--- src/rtl/dram_pack_pkg.sv ---
// Sizing helpers and FSM state encoding shared by the DRAM-to-memory packer.
package dram_pack_pkg;

   typedef enum logic [1:0] {
      ST_ACCUM = 2'd0,
      ST_FLUSH = 2'd1,
      ST_DRAIN = 2'd2
   } pack_state_e;

   // Beats needed to cover one output word.
   function automatic int calc_k(input int in_w, input int out_w);
      return (out_w + in_w - 1) / in_w;
   endfunction

   function automatic int calc_acc_w(input int in_w, input int out_w);
      return calc_k(in_w, out_w) * in_w;
   endfunction

   function automatic int calc_aw(input int depth);
      return (depth > 2) ? $clog2(depth) : 1;
   endfunction

   // Beat counter only ever holds 0..K-1.
   function automatic int calc_cnt_w(input int k);
      return (k > 1) ? $clog2(k) : 1;
   endfunction

endpackage

--- src/rtl/dram_pack_addr_gen.sv ---
// Round-robin bank selector and per-bank write address; the address advances
// once every bank has taken a word and pulses wrap_o when it rolls over to 0.
module dram_pack_addr_gen
   import dram_pack_pkg::*;
#(
   parameter int NUM_BANKS = 4,
   parameter int DEPTH     = 512,
   parameter int AW        = calc_aw(DEPTH)
) (
   input  logic                 clk_i,
   input  logic                 rst_i,
   input  logic                 fire_i,
   output logic [NUM_BANKS-1:0] we_o,
   output logic [AW-1:0]        addr_o,
   output logic                 wrap_o
);

   localparam int BW = (NUM_BANKS > 1) ? $clog2(NUM_BANKS) : 1;

   logic [BW-1:0] bank_q, bank_d;
   logic [AW-1:0] addr_q, addr_d;
   logic          wrap_q, wrap_d;

   always_comb begin
      bank_d = bank_q;
      addr_d = addr_q;
      wrap_d = 1'b0;
      if (fire_i) begin
         if (bank_q == BW'(NUM_BANKS - 1)) begin
            bank_d = '0;
            if (addr_q == AW'(DEPTH - 1)) begin
               addr_d = '0;
               wrap_d = 1'b1;
            end else begin
               addr_d = addr_q + AW'(1);
            end
         end else begin
            bank_d = bank_q + BW'(1);
         end
      end
   end

   always_comb begin
      we_o = '0;
      for (int b = 0; b < NUM_BANKS; b++) begin
         we_o[b] = fire_i && (bank_q == BW'(b));
      end
   end

   always_ff @(posedge clk_i) begin
      if (rst_i) begin
         bank_q <= '0;
         addr_q <= '0;
         wrap_q <= 1'b0;
      end else begin
         bank_q <= bank_d;
         addr_q <= addr_d;
         wrap_q <= wrap_d;
      end
   end

   assign addr_o = addr_q;
   assign wrap_o = wrap_q;

endmodule

--- src/rtl/dram_to_memory_packer.sv ---
// Packs IN_W-bit DRAM beats MSB-first into OUT_W-bit words written round-robin
// across NUM_BANKS banks. Define DRAM_PACKER_BYTE_SWAP_EN to byte-reverse each beat.
module dram_to_memory_packer
   import dram_pack_pkg::*;
#(
   parameter int  IN_W      = 32,
   parameter int  OUT_W     = 163,
   parameter int  NUM_BANKS = 4,
   parameter int  DEPTH     = 512,
   localparam int AW        = calc_aw(DEPTH)
) (
   input  logic                 clk_i,
   input  logic                 dram_packer_rst_i,
   input  logic [IN_W-1:0]      in_data_i,
   input  logic                 in_valid_i,
   output logic                 in_ready_o,
   input  logic                 flush_i,
   output logic [OUT_W-1:0]     mem_data_o,
   output logic                 mem_valid_o,
   input  logic                 mem_ready_i,
   output logic [NUM_BANKS-1:0] mem_we_o,
   output logic [AW-1:0]        mem_addr_o,
   output logic                 wrap_o,
   output logic                 flush_done_o
);

   localparam int K     = calc_k(IN_W, OUT_W);
   localparam int ACC_W = calc_acc_w(IN_W, OUT_W);
   localparam int CNT_W = calc_cnt_w(K);

   if (IN_W < 1 || OUT_W < 1 || NUM_BANKS < 1 || DEPTH < 1) begin : g_param_chk
      $error("dram_to_memory_packer: IN_W, OUT_W, NUM_BANKS and DEPTH must all be >= 1");
   end

   pack_state_e      state_q, state_d;
   logic [ACC_W-1:0] acc_q, acc_d;
   logic [CNT_W-1:0] cnt_q, cnt_d;
   logic [OUT_W-1:0] data_q, data_d;
   logic             valid_q, valid_d;
   logic             flush_done_q, flush_done_d;

   logic [IN_W-1:0]  beat;
   logic [ACC_W-1:0] acc_shift;
   logic [ACC_W-1:0] flush_shift;
   logic [OUT_W-1:0] full_word;
   logic [OUT_W-1:0] flush_word;
   logic             out_free;
   logic             fire;
   logic             accept;
   logic             word_done;

`ifdef DRAM_PACKER_BYTE_SWAP_EN
   if ((IN_W % 8) != 0) begin : g_swap_chk
      $error("dram_to_memory_packer: byte swap needs IN_W to be a multiple of 8");
   end

   always_comb begin
      beat = in_data_i;
      for (int i = 0; i < IN_W / 8; i++) begin
         beat[8*i +: 8] = in_data_i[IN_W-8-8*i +: 8];
      end
   end
`else
   assign beat = in_data_i;
`endif

   if (K == 1) begin : g_k1
      assign acc_shift = beat;
   end else begin : g_kn
      assign acc_shift = {acc_q[ACC_W-IN_W-1:0], beat};
   end

   // Older beats above the live ones fall off the top, leaving zero padding below.
   assign flush_shift = acc_q << (IN_W * (K - int'(cnt_q)));
   assign flush_word  = OUT_W'(flush_shift >> (ACC_W - OUT_W));
   assign full_word   = OUT_W'(acc_shift >> (ACC_W - OUT_W));

   assign out_free   = ~valid_q | mem_ready_i;
   assign fire       = valid_q & mem_ready_i & ~dram_packer_rst_i;
   assign in_ready_o = dram_packer_rst_i | ((state_q == ST_ACCUM) & out_free);
   assign accept     = in_valid_i & in_ready_o & ~dram_packer_rst_i;

   always_comb begin
      state_d      = state_q;
      acc_d        = acc_q;
      cnt_d        = cnt_q;
      data_d       = data_q;
      valid_d      = valid_q & ~mem_ready_i;
      flush_done_d = 1'b0;
      word_done    = 1'b0;
      case (state_q)
         ST_ACCUM: begin
            if (accept) begin
               acc_d = acc_shift;
               if (cnt_q == CNT_W'(K - 1)) begin
                  cnt_d     = '0;
                  data_d    = full_word;
                  valid_d   = 1'b1;
                  word_done = 1'b1;
               end else begin
                  cnt_d = cnt_q + CNT_W'(1);
               end
            end
            // A flush that coincides with a completed word just waits for it.
            if (flush_i) begin
               if (word_done) begin
                  state_d = ST_DRAIN;
               end else if (cnt_d != '0) begin
                  state_d = ST_FLUSH;
               end else begin
                  flush_done_d = 1'b1;
               end
            end
         end
         ST_FLUSH: begin
            if (out_free) begin
               data_d  = flush_word;
               valid_d = 1'b1;
               cnt_d   = '0;
               state_d = ST_DRAIN;
            end
         end
         ST_DRAIN: begin
            if (fire) begin
               flush_done_d = 1'b1;
               state_d      = ST_ACCUM;
            end
         end
         default: state_d = ST_ACCUM;
      endcase
   end

   always_ff @(posedge clk_i) begin
      if (dram_packer_rst_i) begin
         state_q      <= ST_ACCUM;
         acc_q        <= '0;
         cnt_q        <= '0;
         data_q       <= '0;
         valid_q      <= 1'b0;
         flush_done_q <= 1'b0;
      end else begin
         state_q      <= state_d;
         acc_q        <= acc_d;
         cnt_q        <= cnt_d;
         data_q       <= data_d;
         valid_q      <= valid_d;
         flush_done_q <= flush_done_d;
      end
   end

   dram_pack_addr_gen #(
      .NUM_BANKS (NUM_BANKS),
      .DEPTH     (DEPTH),
      .AW        (AW)
   ) u_addr_gen (
      .clk_i  (clk_i),
      .rst_i  (dram_packer_rst_i),
      .fire_i (fire),
      .we_o   (mem_we_o),
      .addr_o (mem_addr_o),
      .wrap_o (wrap_o)
   );

   assign mem_data_o   = data_q;
   assign mem_valid_o  = valid_q;
   assign flush_done_o = flush_done_q;

endmodule

--- config.mk ---
export PLATFORM = sky130hd
export DESIGN_NAME = dram_to_memory_packer
export DESIGN_NICKNAME = d
export VERILOG_FILES = /design/src/rtl/dram_pack_pkg.sv /design/src/rtl/dram_pack_addr_gen.sv /design/src/rtl/dram_to_memory_packer.sv
export SDC_FILE = /design/constraint.sdc
export NUM_CORES = 1
export LEC_CHECK = 0
export CORE_MARGIN = 2
export CORE_UTILIZATION = 57
export CTS_CLUSTER_DIAMETER = 200
export DETAILED_ROUTE_END_ITERATION = 10
export PLACE_DENSITY = 0.81
export SLEW_MARGIN = 0
export SYNTH_ARGS = -nofsm -noshare
export SYNTH_HDL_FRONTEND = slang
export SYNTH_SLANG_ARGS = --single-unit
--- constraint.sdc ---
create_clock -name clk_i -period 4 [get_ports clk_i]
set_input_delay 0.8 -clock clk_i [delete_from_list [all_inputs] [get_ports clk_i]]
set_output_delay 0.8 -clock clk_i [all_outputs]
set_load 0.005 [all_outputs]
# Word level (Yosys, flattened, before mapping)
# Index checks and enable logic that the tools add are counted.
# W data, S select, Z words.
[word_totals]
regBits = 374
input_bits = 37
out_inout_bits = 180
wordCells = 84
[op_classes]
add_sub_neg = 4
n_eq_ne = 13
shift = 1
mux = 30
n_bitwise = 13
reduce_logical = 14
[op_table]
columns = ["op", "n"]
rows = [
  ["$mux W163", 3],
  ["$pmux W163 S2", 1],
  ["$shl A192 B32 Y192", 1],
  ["$mux W2", 6],
  ["$mux W3", 4],
  ["$mux W1", 11],
  ["$add A9 B1 Y9 const B", 1],
  ["$eq A9 B9 Y1 const B", 1],
  ["$mux W9", 1],
  ["$reduce_and A4 Y1", 2],
  ["$and A1 B1 Y1", 6],
  ["$eq A2 B2 Y1 const B", 3],
  ["$ne A2 B2 Y1 const B", 3],
  ["$pmux W2 S3", 1],
  ["$pmux W3 S2", 1],
  ["$reduce_and A2 Y1", 3],
  ["$not A1 Y1", 5],
  ["$eq A2 B1 Y1 const B", 2],
  ["$logic_and A1 B1 Y1", 4],
  ["$logic_not A2 Y1", 2],
  ["$ne A2 B1 Y1 const B", 2],
  ["$pmux W1 S2", 2],
  ["$sub A3 B3 Y4 const A", 1],
  ["$add A3 B1 Y3 const B", 1],
  ["7 further kinds", 8],
]

# Depth between registers and ports, before layout
# Gate-level depths: netlist of the first run.
[logic_depth]
word_depth = 13
depth_mapped = 14

# Cells and area by module
# A second synthesis of the first run with hierarchy kept.
[unflattened]
cells_unflattened = 2406
area_unflattened_um2 = 19145.9
[modules_own_cells]
columns = ["module", "n_inst", "cells_each", "area_each_um2", "seq_area_each_um2"]
rows = [
  ["dram_to_memory_packer", 1, 2335, 18510.3, 7247.0],
  ["dram_pack_addr_gen", 1, 71, 635.6, 240.2],
]

# Worst setup path after synthesis of the first run
# OpenSTA, ideal clock, no wires.
[synth_timing]
path_type = "reg2reg"
from = "reg cnt_q[0]"
to = "reg data_q[149], in the netlist mem_data_o[149]"
arrival_ps = 2702
required_ps = 3920
slack_ps = 1217
stages_incl_launch_ff = 14
path_cell_list = "dfxtp_1 buf_2 inv_1 buf_2 buf_2 buf_2 ha_1 buf_4 or3b_1 buf_2 o21bai_4 buf_6 o211a_1 a211oi_2"
[synth_between]
elab_chain_len = 4
word_cells_on_any_way = 7
[synth_rtl]
columns = ["element", "line", "rtl"]
rows = [
  ["from (decl)", "dram_to_memory_packer.sv:37", "logic [CNT_W-1:0] cnt_q, cnt_d;"],
  ["from (signal assigned)", "dram_to_memory_packer.sv:144", "cnt_q <= cnt_d;"],
  ["$sub A3 B3 Y4", "dram_to_memory_packer.sv:74", "assign flush_shift = acc_q << (IN_W * (K - int'(cnt_q)));"],
  ["$shl A192 B32 Y192", "dram_to_memory_packer.sv:74", ""],
  ["$mux W163", "dram_to_memory_packer.sv:116", "if (out_free) begin"],
  ["$pmux W163 S2", "dram_to_memory_packer.sv:91", "case (state_q)"],
  ["to (signal assigned)", "dram_to_memory_packer.sv:145", "data_q <= data_d;"],
  ["to (decl)", "dram_to_memory_packer.sv:38", "logic [OUT_W-1:0] data_q, data_d;"],
]
# Parallel ways exist; a longest one is shown, timed or not. The select of a mux whose other input is x is not followed.
# A chain may end at the register's enable or synchronous reset.

# Final worst setup path of the first run
[layout_timing]
from = "in mem_ready_i"
to = "out mem_we_o[0]"
[layout_between]
elab_chain_len = 3
[layout_rtl]
columns = ["element", "line", "rtl"]
rows = [
  ["from (decl)", "dram_to_memory_packer.sv:20", "input logic mem_ready_i,"],
  ["$and A1 B1 Y1 (2 in series)", "dram_to_memory_packer.sv:79", "assign fire = valid_q & mem_ready_i & ~dram_packer_rst_i;"],
  ["$logic_and A1 B1 Y1", "dram_pack_addr_gen.sv:46", "we_o[b] = fire_i && (bank_q == BW'(b));"],
  ["to (decl)", "dram_to_memory_packer.sv:21", "output logic [NUM_BANKS-1:0] mem_we_o,"],
]
# Every way passes these cells.

==> results of run 1 <==
==> path summary, 6_finish.rpt <==
path | from | to | cells past startpoint
setup / recovery | mem_ready_i | mem_we_o[0] | 5
hold reg to reg | acc_q[163] | acc_q[163] | 2
setup reg to reg | cnt_q[0] | mem_data_o[123] | 6
hold / removal | acc_q[163] | acc_q[163] | 2
==> through the flow <==
step           hold slack (ns)  std cells  util, %
3_3_place_gp            0.4597       2865    64.48
6_report                0.4775       2934    68.27
5_1_grt                 0.5000       2933    68.26
3_5_place_dp            0.4635       2865    64.48
2_1_floorplan           0.4490       2406        -
4_1_cts                 0.4753       2933    68.26
==> critical path, cell delays in order <==
cell and delay, ns:
clkdlybuf4s50_1 0.51, nand2_1 0.13, nor2_1 0.29, and2_1 0.18, clkdlybuf4s50_1 0.50
==> cell type report <==
| cell class | instances | area [um^2] |
|---|---|---|
| Timing Repair Buffer | 258 | 2594 |
| Inverter | 6 | 23.77 |
| Clock buffer | 64 | 1202 |
| Clock inverter | 4 | 27.53 |
| Sequential cell | 374 | 7491 |
| Fill cell | 2713 | 10320 |
| Multi-Input combinational cell | 1785 | 10320 |
| Tap cell | 442 | 553.0 |
| Antenna cell | 1 | 2.502 |
==> state kept, by name, indices dropped and copies added, names as in the netlist <==
register           flops
acc_q                192
cnt_q                  3
mem_data_o           163
u_addr_gen.bank_q      2
state_q                2
flush_done_o           1
u_addr_gen.wrap_o      1
u_addr_gen.addr_o      9
mem_valid_o            1
==> layer usage <==
layer / track usage, % / vias to the layer above / routed length (um)
li1: - / 8642 / -
met1: 42.10 / 8773 / 23550
met2: 59.78 / 1150 / 29820
met3: 5.909 / 259 / 5745
met4: 27.62 / 0 / 5374
met5: 0 / - / 0
==> cell usage after synthesis, drive strengths merged, types with 4 or more instances <==
master and count:
o21ai 262, mux2i 60, clkbuf 138, o2bb2ai 36, nand2 383, a2bb2oi 50
or3 4, a221oi 69, nor3 116, nand3 27, ha 9, xor2 4
and2 6, nor2 197, a221o 23, a22oi 6, a22o 20, nand2b 196
a21oi 134, a311oi 6, o22ai 13, buf 103, o211a 18, a211oi 110
inv 6, nor2b 4, dfxtp 374
==> where the power goes <==
part	switching [mW]	internal, mW
registers	0.201	3.89
logic	0.720	0.503
clock network	1.50	2.05
==> logic make-up after synthesis <==
group	after synthesis	share of synthesized area (%)
xor gates and xnor gates	6	0.2788
DFF	374	39.72
AOI/OAI and AO/OA	761	27.20
muxes	60	3.186
adders and majority gates	9	0.5975
and+or+nand+nor	949	23.09
buffers and inverters	247	5.921
==> results by group, run 1 <==
Clock network
  • Root Buffer: clkbuf_16
  • CTS Buf Count: 40
  • CTS H-tree lvls: 2
  • Skew-Pair Late Insertion Delay: 0.54 ns
  • CTS resizes: 0
  • CTS sink count: 374
  • Post-CTS Setup Bufs: 0
  • CTS max path bufs: 3
  • CTS tree: built
  • Post-CTS Hold Buffers: 0
  • CTS clk-pin slew, worst paths: 0.06 ns

Placement
  • Dpl ws: 0.8002 ns
  • IO Port Bufs: between 200 and 250
  • Dpl hpwl: 40.45 mm
  • Dpl cell area: 20980 um^2
  • Routability cong.: 0.9210

Yosys
  • Post-Syn Nets: around 2500
  • Number of flops mapped to enable cells by yosys: 0
  • Area leader, netlist: dfxtp_1
  • Number of synthesized register bits: 374
  • Synth warn: 0
  • Share of the yosys chip area belonging to registers: 39.72%
  • Mapped cell area: 18850 um^2
  • Top cells by area, synth: dfxtp_1 (40%), nand2_1 (7.6%), o21ai_0 (7.0%), nand2b_1 (6.5%), a211oi_1 (3.9%)
  • Top cell type's share of synthesized area: between 30 and 40%
  • Ys flop type: dfxtp_1
  • Syn Area/Cell: between 7 and 8 um^2
  • Asr flop ratio synth: 0%
  • Yosys cell types: 56
  • Post-Syn Instances: ~2400

Critical path
  • CP required: 3.20 ns
  • Worst-path fanout max: 6
  • R2r setup slk: 0.88 ns
  • Critical Path End Type: output pin
  • Critical path launch point type: input pin
  • Critical Path AT: approximately 2.4 ns
  • Crit Path Category: in -> out

Timing
  • Final Max Slew Viols: 0
  • Setup_tns: 0 ns
  • Fmax: 310.9 MHz
  • Worst slew pin tran: around 1.3 ns
  • Min Tclk post-route: 3.216 ns
  • Clock Skew: 0.02400 ns
  • Final period utilization: 80.40%
  • RSZ-0062 raised after global routing: false
  • Max-slew headroom: between 10% and 20%
  • Final Hold Violating Endpoints: 0
  • Final setup viols: 0
  • Final setup margin: between 0.7 and 0.8 ns

Cells and area
  • Post-route cell area: 22210 um^2
  • Most frequent cells in the layout: nand2_1 (382), dfxtp_1 (373), o21ai_0 (262), clkdlybuf4s50_1 (215), nand2b_1 (195)
  • Area Overhead vs Synth: 17.84%
  • Share of cells above drive strength 1: 5.098%
  • Final Net Count: 2511
  • Commonest non-fill, non-tap cell in the layout: nand2_1

Route
  • DRT Wirelength: 64.49 mm
  • Drt first pass iters: 6
  • Antenna Violating Nets Remaining: 0
  • Routed vias/inst: about 6.4
  • Drt first-iter violations: 2137
  • DR WL/cell: 21.98 um
  • Number of remaining DRC errors: 0
  • Vias: 18820

Global route
  • Number of global-route vias before repair: roughly 18000
  • GR Util All Layers: 36.20%
  • Gr ovfl total: 0
  • Antenna violations before repair: 1
  • Largest net degree at the start of global routing: between 200 and 250
  • First-pass GRT wire length: 97.74 mm

Outcome
  • Status: complete, no violations

Power
  • Tot Pwr: 8.870 mW
  • Peak supply drop: 0.0003368 V
  • Power Dens Cells: 399.3 nW/um^2
  • Leak: 7.758 nW

Flow run
  • Max-Cap Viols: 0

Min path
  • Worst hold path class: reg -> reg

Die
  • Core Region: 32540 um^2
  • Initial Util: 57.93%
  • Die W: 185.8 um
  • Row cnt: 66
  • Die Area: approximately 35000 um^2
  • IO Count: 217
  • Chip height: around 190 um
No activity file was read; power rests on OpenSTA's default activity.
==> inputs of run 2 (changes only) <==
--- a/config.mk
+++ b/config.mk
@@ -6,10 +6,10 @@
 export NUM_CORES = 1
 export LEC_CHECK = 0
 export CORE_MARGIN = 2
-export CORE_UTILIZATION = 57
+export CORE_UTILIZATION = 51
 export CTS_CLUSTER_DIAMETER = 200
 export DETAILED_ROUTE_END_ITERATION = 10
-export PLACE_DENSITY = 0.81
+export PLACE_DENSITY = 0.77
 export SLEW_MARGIN = 0
 export SYNTH_ARGS = -nofsm -noshare
 export SYNTH_HDL_FRONTEND = slang
==> constraint.sdc (replaced) <==
create_clock -name clk_i -period 2.94 [get_ports clk_i]
set_input_delay 0.588 -clock clk_i [delete_from_list [all_inputs] [get_ports clk_i]]
set_output_delay 0.588 -clock clk_i [all_outputs]
set_load 0.005 [all_outputs]
==> run 2 against run 1 <==
  * Via count rose by 1.4%
  * Worst setup slack got worse by 0.59 ns
  * Core utilization fell by 5.5 points
  * Non-clock buffer count rose by 48
  * Sequential share of layout area fell by 1.0 points
  * Worst hold slack got worse by 0.21 ns
  * Clock power rose by 49%
  * Die area rose by 12%
  * Global-route usage fell by 1.9 points
  * Register-to-register slack got worse by 0.51 ns
  * Cell area rose by 3.1%
==> results by group, run 2 (synthesis results as in run 1) <==
Critical path
  • Buf+Inv Stages, Crit Path: 2 (unchanged)
  • Critical Path AT: 2.16 ns (-0.26 ns)
  • RR Endpoint: mem_data_o[34]
  • Worst-path fanout max: 6 (unchanged)
  • CP required: 2.35 ns (-0.85 ns)
  • R2R cell count: 6 (unchanged)
  • Crit Path Category: in -> out
  • Slowest-stage cell, CP: clkdlybuf4s50_1
  • Critical Path Max Stage Delay: 0.52 ns (about the same)
  • R2r setup slk: 0.37 ns (-0.51 ns)
  • CP delay by family, top: buffers and inverters
  • Top cell by count, worst path: clkdlybuf4s50_1
  • Crit path from: mem_ready_i
  • Critical Path End Type: output pin
  • Worst-path cell chain: clkdlybuf4s50_1, nand2_1, nor2_1, and2_1, clkdlybuf4s50_1
  • FF-to-FF Start: cnt_q[1]
  • Critical path launch point type: input pin

Min path
  • Hold depth: 2 (unchanged)
  • Hold Path Sink: u_addr_gen.addr_o[8]
  • Worst hold path class: in -> reg
  • Hold_sp: dram_packer_rst_i

Placement
  • Dpl hpwl: 44.48 mm (+10%)
  • Dpl cell area: 21560 um^2 (+2.8%)
  • IO Port Bufs: 216 (unchanged)
  • Routability cong.: 0.9598 (+4.2%)

Die
  • Row cnt: 70 (+6.1%)
  • Initial Util: 51.61% (-6.3 points)
  • Chip height: 196.2 um (+5.6%)
  • Die Area: 38510 um^2 (+12%)
  • Core Region: 36520 um^2 (+12%)
  • Die W: 196.2 um (+5.6%)
  • IO Count: 217 (unchanged)

Route
  • Met3 WL: 4.969 mm (-14%)
  • DRT Wirelength: 67.70 mm (+5.0%)
  • Antenna Violating Nets Remaining: 0 (unchanged)
  • Drt first-iter violations: 1930 (-9.7%)
  • Vias: 19080 (+1.4%)
  • WL met2: 32.06 mm (+7.5%)
  • Highest metal used: met4
  • Routed vias/inst: 6.343 (-1.1%)
  • DR WL/cell: 22.50 um (+2.4%)
  • Routed met1 length: 25.32 mm (+7.5%)
  • Number of remaining DRC errors: 0 (unchanged)
  • Drt first pass iters: 6 (unchanged)

Cells and area
  • Area Overhead vs Synth: 21.53%
  • Post-route cell area: 22910 um^2 (+3.1%)
  • Area of the multi-input gates: 10320 um^2 (unchanged)
  • Share of cells above drive strength 1: 7.165% (+2.1 points)
  • Reg with most FFs: acc_q
  • Most frequent cells in the layout: nand2_1 (382), dfxtp_1 (373), o21ai_0 (262), clkdlybuf4s50_1 (215), nand2b_1 (195)
  • Filler Cell Count: 3175 (+17%)
  • Final core utilization: 62.72% (-5.5 points)
  • Register area: 7491 um^2 (unchanged)
  • Inserted Diodes: 0 (-1)
  • Commonest non-fill, non-tap cell in the layout: nand2_1
  • Final Net Count: 2560 (+2.0%)
  • Largest register FFs: 192 (unchanged)

Timing
  • Final Max Slew Viols: 0 (unchanged)
  • Max-slew headroom: 25.40% (+11 points)
  • Final setup viols: 0 (unchanged)
  • Final Hold Violating Endpoints: 0 (unchanged)
  • Fmax: 363.6 MHz
  • Clock Skew: 0.03336 ns (+0.009362 ns)
  • Setup_tns: 0 ns (unchanged)
  • Worst slew pin tran: 1.119 ns (-0.1654 ns)
  • RSZ-0062 raised after global routing: false
  • Final period utilization: between 90 and 100%
  • Min Tclk post-route: 2.751 ns

Clock network
  • CTS tree: built
  • Post-CTS Setup Bufs: 0 (unchanged)
  • CTS Buf Count: 41 (+2.5%)
  • CTS max path bufs: 3 (unchanged)
  • Root Buffer: clkbuf_16
  • Post-CTS Hold Buffers: 0 (unchanged)
  • CTS sink count: 374 (unchanged)
  • CTS clk-pin slew, worst paths: 0.05 ns (about the same)
  • Skew-Pair Late Insertion Delay: 0.58 ns (+0.04 ns)
  • CTS H-tree lvls: 2 (unchanged)
  • CTS resizes: 0 (unchanged)

Flow run
  • Max-Cap Viols: 0 (unchanged)

Global route
  • First-pass GRT wire length: 104.1 mm (+6.5%)
  • Number of global-route vias before repair: 18380 (+4.4%)
  • Largest net degree at the start of global routing: 221 (-6.8%)
  • GR Util All Layers: 34.34% (-1.9 points)
  • Gr ovfl total: 0 (unchanged)
  • Antenna violations before repair: 0 (-1)

Power
  • Power Dens Cells: 550.2 nW/um^2 (+38%)
  • Leak: 8.120 nW (+4.7%)
  • Peak supply drop: 0.0004316 V (+28%)
  • Tot Pwr: 12.60 mW (+42%)

Outcome
  • Status: complete, no violations
run 2: changes by cell type in the layout (fill, tap and decap cells not counted), sizes merged:
cell      change
clkbuf        -9
clkinvlp      +1
diode         -1
bufinv        +4
buf          +49
clkinv        +2
inv           +2
run 2: worst max path at each step:
| stage | cells past startpoint | slack (ns) | end |
|---|---|---|---|
| finish | 5 | 0.19 | mem_we_o[2] |
| global route | 5 | 0.08 | mem_we_o[2] |
| CTS | 5 | 0.19 | mem_we_o[1] |
| detailed placement | 5 | 0.21 | mem_we_o[1] |
| global placement | 5 | 0.24 | mem_we_o[1] |
| floorplan | 13 | 0.16 | mem_data_o[149] |
run 2: layout make-up:
cell class	count	share of cell area, %
multi-input cells	1785	45.04
flip-flops and latches	374	32.70
repair buffers	306	13.72
clock buffers	56	5.031
well taps	468	2.556
clock inverters	13	0.8466
inverters	6	0.1038
run 2: layer usage:
| layer | track usage (%) | up-vias |
|---|---|---|
| li1 | - | 8759 |
| met2 | 57.51 | 993 |
| met5 | 0 | - |
| met3 | 5.106 | 254 |
| met4 | 25.73 | 0 |
| met1 | 39.94 | 9074 |
run 2: where the power goes:
group          total, mW  internal (mW)  switching, mW
Clock               5.28           3.10           2.18
Sequential          5.57           5.30          0.278
Combinational       1.75          0.751           1.00
run 2: worst reg2reg max path: cells and delay by family, from the launching register on:
family | cells | cell delay, ns
DFF | 1 | 0.60
adders and majority gates | 1 | 0.32
and+or+nand+nor | 3 | 1.13
AOI/OAI and AO/OA | 2 | 0.44
run 2: stage by stage:
stage          hold WS [ns]  worst slack (ns)  instances
2_1_floorplan        0.4490            0.1574       2406
3_3_place_gp         0.4600            0.2429       2939
3_5_place_dp         0.4629            0.2104       2939
4_1_cts              0.2535            0.1939       3008
5_1_grt              0.2678           0.07814       3008
6_report             0.2646            0.1894       3008
